--- src/rtl/sram_port_arbiter.sv ---
// sram_port_arbiter: shares SRAM port 1 between instruction fetch and load/store.
// Load/store wins by default. A saturating starvation counter forces a fetch grant
// once load/store has won STARVE_LIMIT times in a row while fetch was waiting.
// Each grant returns a registered response one cycle later.
module sram_port_arbiter #(
  parameter int ADDR_WIDTH   = 32,
  parameter int DATA_WIDTH   = 32,
  parameter int STARVE_LIMIT = 4
) (
  input  logic                    clk,
  input  logic                    rst,
  input  logic                    if_req_valid,
  output logic                    if_req_ready,
  input  logic [ADDR_WIDTH-1:0]   if_addr,
  output logic                    if_rsp_valid,
  output logic [DATA_WIDTH-1:0]   if_rsp_data,
  input  logic                    ls_req_valid,
  output logic                    ls_req_ready,
  input  logic                    ls_we,
  input  logic [ADDR_WIDTH-1:0]   ls_addr,
  input  logic [DATA_WIDTH-1:0]   ls_wdata,
  input  logic [DATA_WIDTH/8-1:0] ls_be,
  output logic                    ls_rsp_valid,
  output logic [DATA_WIDTH-1:0]   ls_rsp_data,
  output logic                    mem_write_en,
  output logic [ADDR_WIDTH-1:0]   mem_address,
  output logic [DATA_WIDTH-1:0]   mem_write_data,
  output logic [DATA_WIDTH/8-1:0] mem_byte_enable,
  input  logic [DATA_WIDTH-1:0]   mem_read_data
);

  localparam logic [3:0] LIMIT = 4'(STARVE_LIMIT);

  typedef enum logic [1:0] {
    IDLE   = 2'd0,
    GNT_IF = 2'd1,
    GNT_LS = 2'd2
  } gnt_state_e;

  gnt_state_e            state_q, state_d;
  logic [3:0]            starve_cnt_q, starve_cnt_d;
  logic [DATA_WIDTH-1:0] if_rsp_data_q, if_rsp_data_d;
  logic [DATA_WIDTH-1:0] ls_rsp_data_q, ls_rsp_data_d;

  logic force_if;
  logic ls_gnt;
  logic if_gnt;

  // Grant decision; nothing is granted while reset is held.
  always_comb begin
    force_if = (starve_cnt_q == LIMIT) && if_req_valid;
    ls_gnt   = !rst && ls_req_valid && !force_if;
    if_gnt   = !rst && if_req_valid && (!ls_req_valid || force_if);
  end

  assign ls_req_ready = ls_gnt;
  assign if_req_ready = if_gnt;

  // SRAM port drive: load/store owns the port only on its grant; writes need a store grant.
  always_comb begin
    mem_address     = if_addr;
    mem_write_en    = 1'b0;
    mem_write_data  = '0;
    mem_byte_enable = '0;
    if (ls_gnt) begin
      mem_address     = ls_addr;
      mem_write_en    = ls_we;
      mem_write_data  = ls_wdata;
      mem_byte_enable = ls_we ? ls_be : '0;
    end
  end

  // Next grant state, starvation count and captured response data.
  always_comb begin
    state_d       = IDLE;
    starve_cnt_d  = starve_cnt_q;
    if_rsp_data_d = if_rsp_data_q;
    ls_rsp_data_d = ls_rsp_data_q;

    if (ls_gnt) begin
      state_d       = GNT_LS;
      ls_rsp_data_d = ls_we ? '0 : mem_read_data;
    end else if (if_gnt) begin
      state_d       = GNT_IF;
      if_rsp_data_d = mem_read_data;
    end

    if (if_gnt || !if_req_valid) begin
      starve_cnt_d = 4'd0;
    end else if (ls_gnt && (starve_cnt_q < LIMIT)) begin
      starve_cnt_d = starve_cnt_q + 4'd1;
    end
  end

  // State and response registers with synchronous reset.
  always_ff @(posedge clk) begin
    if (rst) begin
      state_q       <= IDLE;
      starve_cnt_q  <= 4'd0;
      if_rsp_data_q <= '0;
      ls_rsp_data_q <= '0;
    end else begin
      state_q       <= state_d;
      starve_cnt_q  <= starve_cnt_d;
      if_rsp_data_q <= if_rsp_data_d;
      ls_rsp_data_q <= ls_rsp_data_d;
    end
  end

  // Responses are masked during reset so an in-flight response is dropped immediately.
  assign if_rsp_valid = !rst && (state_q == GNT_IF);
  assign ls_rsp_valid = !rst && (state_q == GNT_LS);
  assign if_rsp_data  = rst ? '0 : if_rsp_data_q;
  assign ls_rsp_data  = rst ? '0 : ls_rsp_data_q;

endmodule

--- config.mk ---
export PLATFORM = sky130hd
export DESIGN_NAME = sram_port_arbiter
export DESIGN_NICKNAME = d
export VERILOG_FILES = /design/src/rtl/sram_port_arbiter.sv
export SDC_FILE = /design/constraint.sdc
export NUM_CORES = 1
export LEC_CHECK = 0
export BUFFER_PORTS_ARGS = -buffer_cell sky130_fd_sc_hd__buf_2
export CAP_MARGIN = 5
export CORE_MARGIN = 4
export CORE_UTILIZATION = 40
export DETAILED_ROUTE_END_ITERATION = 10
export PLACE_DENSITY = 0.83
export SYNTH_ARGS = -nofsm -noshare
export SYNTH_HDL_FRONTEND = slang
export SYNTH_SLANG_ARGS = --single-unit
--- constraint.sdc ---
create_clock -name clk -period 1.96 [get_ports clk]
set_input_delay 0.392 -clock clk [delete_from_list [all_inputs] [get_ports clk]]
set_output_delay 0.392 -clock clk [all_outputs]
set_load 0.01 [all_outputs]
# Yosys cells after proc, flatten, opt, wreduce, memory -nomap -nowiden
# Cells that the tools add are included.
[totals]
reg_bits = 70
wordCells = 38
out_inout_bits = 137
[op_classes]
n_bitwise = 1
reduce_logical = 17
mux = 10
n_eq_ne = 3
addsub = 1
magnitude_cmp = 1
[ops]
columns = ["op", "n"]
rows = [
  ["32-bit 2-to-1 mux", 5],
  ["1-bit logical AND", 8],
  ["4-bit 2-to-1 mux", 2],
  ["4-bit by 1-bit adder with 4-bit output, second input constant", 1],
  ["4-bit by 3-bit == test with 1-bit output, second input constant", 1],
  ["1-bit logical NOT", 4],
  ["4-bit by 3-bit less-than comparator with 1-bit output, second input constant", 1],
  ["2-bit OR reduction", 2],
  ["2-bit by 1-bit == test with 1-bit output, second input constant", 1],
  ["2-bit == test, second input constant", 1],
  ["1-bit logical OR", 2],
  ["1-bit 2-to-1 mux", 2],
  ["2-bit 2-to-1 mux", 1],
  ["2-bit AND reduction", 1],
  ["1-bit inverter", 1],
]

# Depth between registers and ports, before layout
[depth]
depth_word = 6
depth_mapped = 7

# Worst setup path before layout
# No wires, ideal clock.
[synth_timing]
kind = "flip-flop to output port"
startpoint = "register starve_cnt_q[0]"
endpoint = "output mem_address[12]"
path_buffers = 2
required_time_ns = 1.568
path_stages_with_launch = 8
arrival_ns = 1.476
slack_ns = 0.092
path_cell_list = "dfxtp_1 -> inv_1 -> ha_1 -> nand4b_4 -> and2_4 -> buf_6 -> buf_12 -> mux2_4"
[synth_between]
elab_chain_cells = 5
[synth_rtl]
columns = ["element", "line_no", "text"]
rows = [
  ["from (decl)", "41", "logic [3:0] starve_cnt_q, starve_cnt_d;"],
  ["from (signal assigned)", "104", "starve_cnt_q <= starve_cnt_d;"],
  ["4-bit by 3-bit == test with 1-bit output", "51", "force_if = (starve_cnt_q == LIMIT) && if_req_valid;"],
  ["1-bit logical AND", "51", ""],
  ["1-bit logical NOT", "52", "ls_gnt = !rst && ls_req_valid && !force_if;"],
  ["1-bit logical AND", "52", ""],
  ["via ls_req_ready", "18", "output logic ls_req_ready,"],
  ["32-bit 2-to-1 mux", "65", "if (ls_gnt) begin"],
  ["to (decl)", "26", "output logic [ADDR_WIDTH-1:0] mem_address,"],
]
# The timed path passes the listed nets, and every way through them passes these cells.

# Final worst setup path
[layout_timing]
startpoint = "register starve_cnt_q[0]"
endpoint = "output mem_address[23]"
[layout_between]
elab_chain_cells = 5
[layout_rtl]
columns = ["element", "line_no"]
rows = [
  ["4-bit by 3-bit == test with 1-bit output", "51"],
  ["1-bit logical AND", "51"],
  ["1-bit logical NOT", "52"],
  ["1-bit logical AND", "52"],
  ["32-bit 2-to-1 mux", "65"],
]
# No other way between the ends.

==> metrics <==
All-Layer GR Usage a little under a quarter; CP Max Fanout 6; Pwr Total 3.609 mW; Worst-Margin Slew roughly 1.0 ns; top-count cell post-synth dfxtp_1; failing checks negative setup slack; Design Area, Final ~0.0063 mm2; Worst Path Arrival approximately 1.9 ns; clk_lat worst skew roughly 0.34 ns; post-synthesis simple-gate area fraction ~24%; fin crit period between 2 and 2.5 ns; core area between 0.009 and 0.01 mm2; half-perimeter wire length after placement 10.74 mm; fmax around 430 MHz; Slew Limit Fails 0; Synth area leader dfxtp_1; Antenna Nets Post-Route 0; Clock Power Share between 30% and 40%; CTS Buf Count 9; Initial Util between 40 and 50%; synthesized netlist cell count 354; Post-synth EDFFs 0; placed cells 757; first-pass GRT wire length a little over 20 mm; row count 36; Avg WL per Cell approximately 19 um; post-layout util between 60% and 70%; share of cells above drive strength 1 67.68%; area share of fa/ha/maj cells after synthesis less than 1%; antenna cells 0; Final period util 117.7%; IO Count between 200 and 300; Netlist Area Pre-Place between 0.004 and 0.005 mm2; status finished with violations; synth warn 0; largest family of logic cells by synthesized area multiplexers; sw frac 27.02%; H-tree depth 3; clock-pin slew on the worst setup and hold paths ~0.090 ns; Area after DPL 0.005554 mm2; synth top area cells dfxtp_1 35%, mux2_4 22%, mux2_2 10%, nor2b_1 8.0%, and2_1 5.8%; Final WS setup -0.3476 ns; Switching Power 975.1 uW; final setup fails 71; antenna violations before repair 0; Yosys top cell area share 35.02%; Die Ht 108.0 um; input/output buffers 273; Worst EP required between 1.5 and 2 ns; RSZ-0062 raised after global routing yes; Async S/R FF share, synth 0%; register area share after synthesis a little over a third; DRT iter0 DRCs about 140; Comb pwr share 24.8%; Final Hold Violating Endpoints 0; Min-Delay Path Class in2reg; Pre-Repair DR Iteration Count 4; root buf cell clkbuf_8; Compound-Gate Fraction of Synth Area less than 1%; CTS sink count 70; area grow syn2layout 57.38%; top post-synthesis cells by count 70 x dfxtp_1, 59 x mux2_4, 51 x nor2b_1; number of synthesized register bits 70; # hold bufs at CTS 0; Die ar. approximately 0.012 mm2; relative slew slack between 30% and 40%; clk_skew between 0.01 and 0.015 ns; distinct cell type count after synthesis 27; vias in the first global route between 3000 and 4000; XOR/XNOR Fraction of Synth Area less than 1%; leakage about 3.5 nW; CTS tree built; grt ovf 0; sequential power share approximately two fifths; largest net degree at the start of global routing 50; DRC viols 0; Nets around 790; Via density roughly 4.8; maximum VDD drop 0.4754 mV; Cell Pwr Density between 500 and 600 mW/mm2; max_cap viols 0; gpl congestion between 0.8 and 0.9; syn_area_per_cell ~11 um2; ys flop type dfxtp_1; fin cells 792; WL final 14.76 mm; die width 108.0 um; Int Pwr about 2.6 mW; total number of vias between 3000 and 4000; Setup Total Neg Slack -16.67 ns; CP Class reg2out; multiplexer share of the synthesized area approximately a third; Setup crit end kind output port; Worst Setup Start Kind flop; Max Root-Sink Buffers 2; Synth Net Count approximately 490
## power groups by stage
stage | combinational (mW) | clock (mW) | sequential, mW
after global routing | 0.941 | 1.31 | 1.51
after floorplan | 0.434 | 0 | 1.53
after CTS | 0.867 | 1.24 | 1.50
final | 0.893 | 1.21 | 1.50
after global placement | 0.739 | 0 | 1.53
after detailed placement | 0.764 | 0 | 1.53
## worst paths after layout
path	end	depth (start not counted)	slack [ns]	from
worst max register to register	if_rsp_data_q[1]	10	0.02	starve_cnt_q[0]
worst max-delay path	mem_address[23]	8	-0.35	starve_cnt_q[0]
worst min-delay path	if_rsp_data_q[10]	2	0.28	mem_read_data[10]
worst min register to register	starve_cnt_q[3]	1	0.53	starve_cnt_q[3]
## logic make-up after synthesis
group                      Yosys count
xor gates and xnor gates             1
and+or+nand+nor                    150
muxes                               96
buffers and inverters               31
AOI/OAI and AO/OA                    4
DFF                                 70
adders and majority gates            2
## cell type report
class / instances / area, um2
inverter: 3 / 11.26
clock inverter: 6 / 67.56
sequential: 70 / 1405
tap: 133 / 166.4
fill: 803 / 3477
multi-input combinational: 253 / 2401
timing repair buffer: 317 / 2108
clock buffer: 10 / 137.6
## layer usage
layer,up-vias,global-route usage [%],share of wire [%]
li1,1792,-,-
met5,-,0,0
met1,1793,22.89,35
met3,38,6.388,7.5
met4,0,8.837,3.7
met2,174,45.16,53
## flip-flops by register name (all words and copies together) (netlist names)
name / count
state_q: 2
starve_cnt_q: 4
ls_rsp_data_q: 32
if_rsp_data_q: 32
## critical path, cell delays in order (launching register included)
cell and delay (ns):
dfxtp_2 0.33, inv_2 0.06, ha_4 0.15, nand4b_4 0.11
and2_4 0.21, buf_12 0.14, buf_8 0.13, mux2_4 0.32
buf_6 0.13
## stage by stage
stage / setup slack, ns / hold WS (ns)
after floorplan: 0.09189 / 0.4981
after global placement: 0.06576 / 0.5286
after detailed placement: -0.006592 / 0.5407
after CTS: -0.3330 / 0.2710
after global routing: -0.3993 / 0.2679
final: -0.3476 / 0.2838
## cell usage in the layout (no fill, tap or decap), drive strengths merged, types with 4 or more instances in the layout
master / n
clkbuf: 12
buf: 315
and2b: 15
inv: 5
and3: 34
nor2: 4
dfxtp: 70
and2: 39
mux2: 96
nor2b: 51
## repair_timing
action                                  in CTS  in global routing
pin swaps                                    2                  5
endpoints found under the setup margin      71                101
cloned                                       2                  2
buffers inserted                            13                  6
endpoints found under the hold margin        0                  0
resized for setup                           55                 13
No activity file was read; power rests on OpenSTA's default activity.
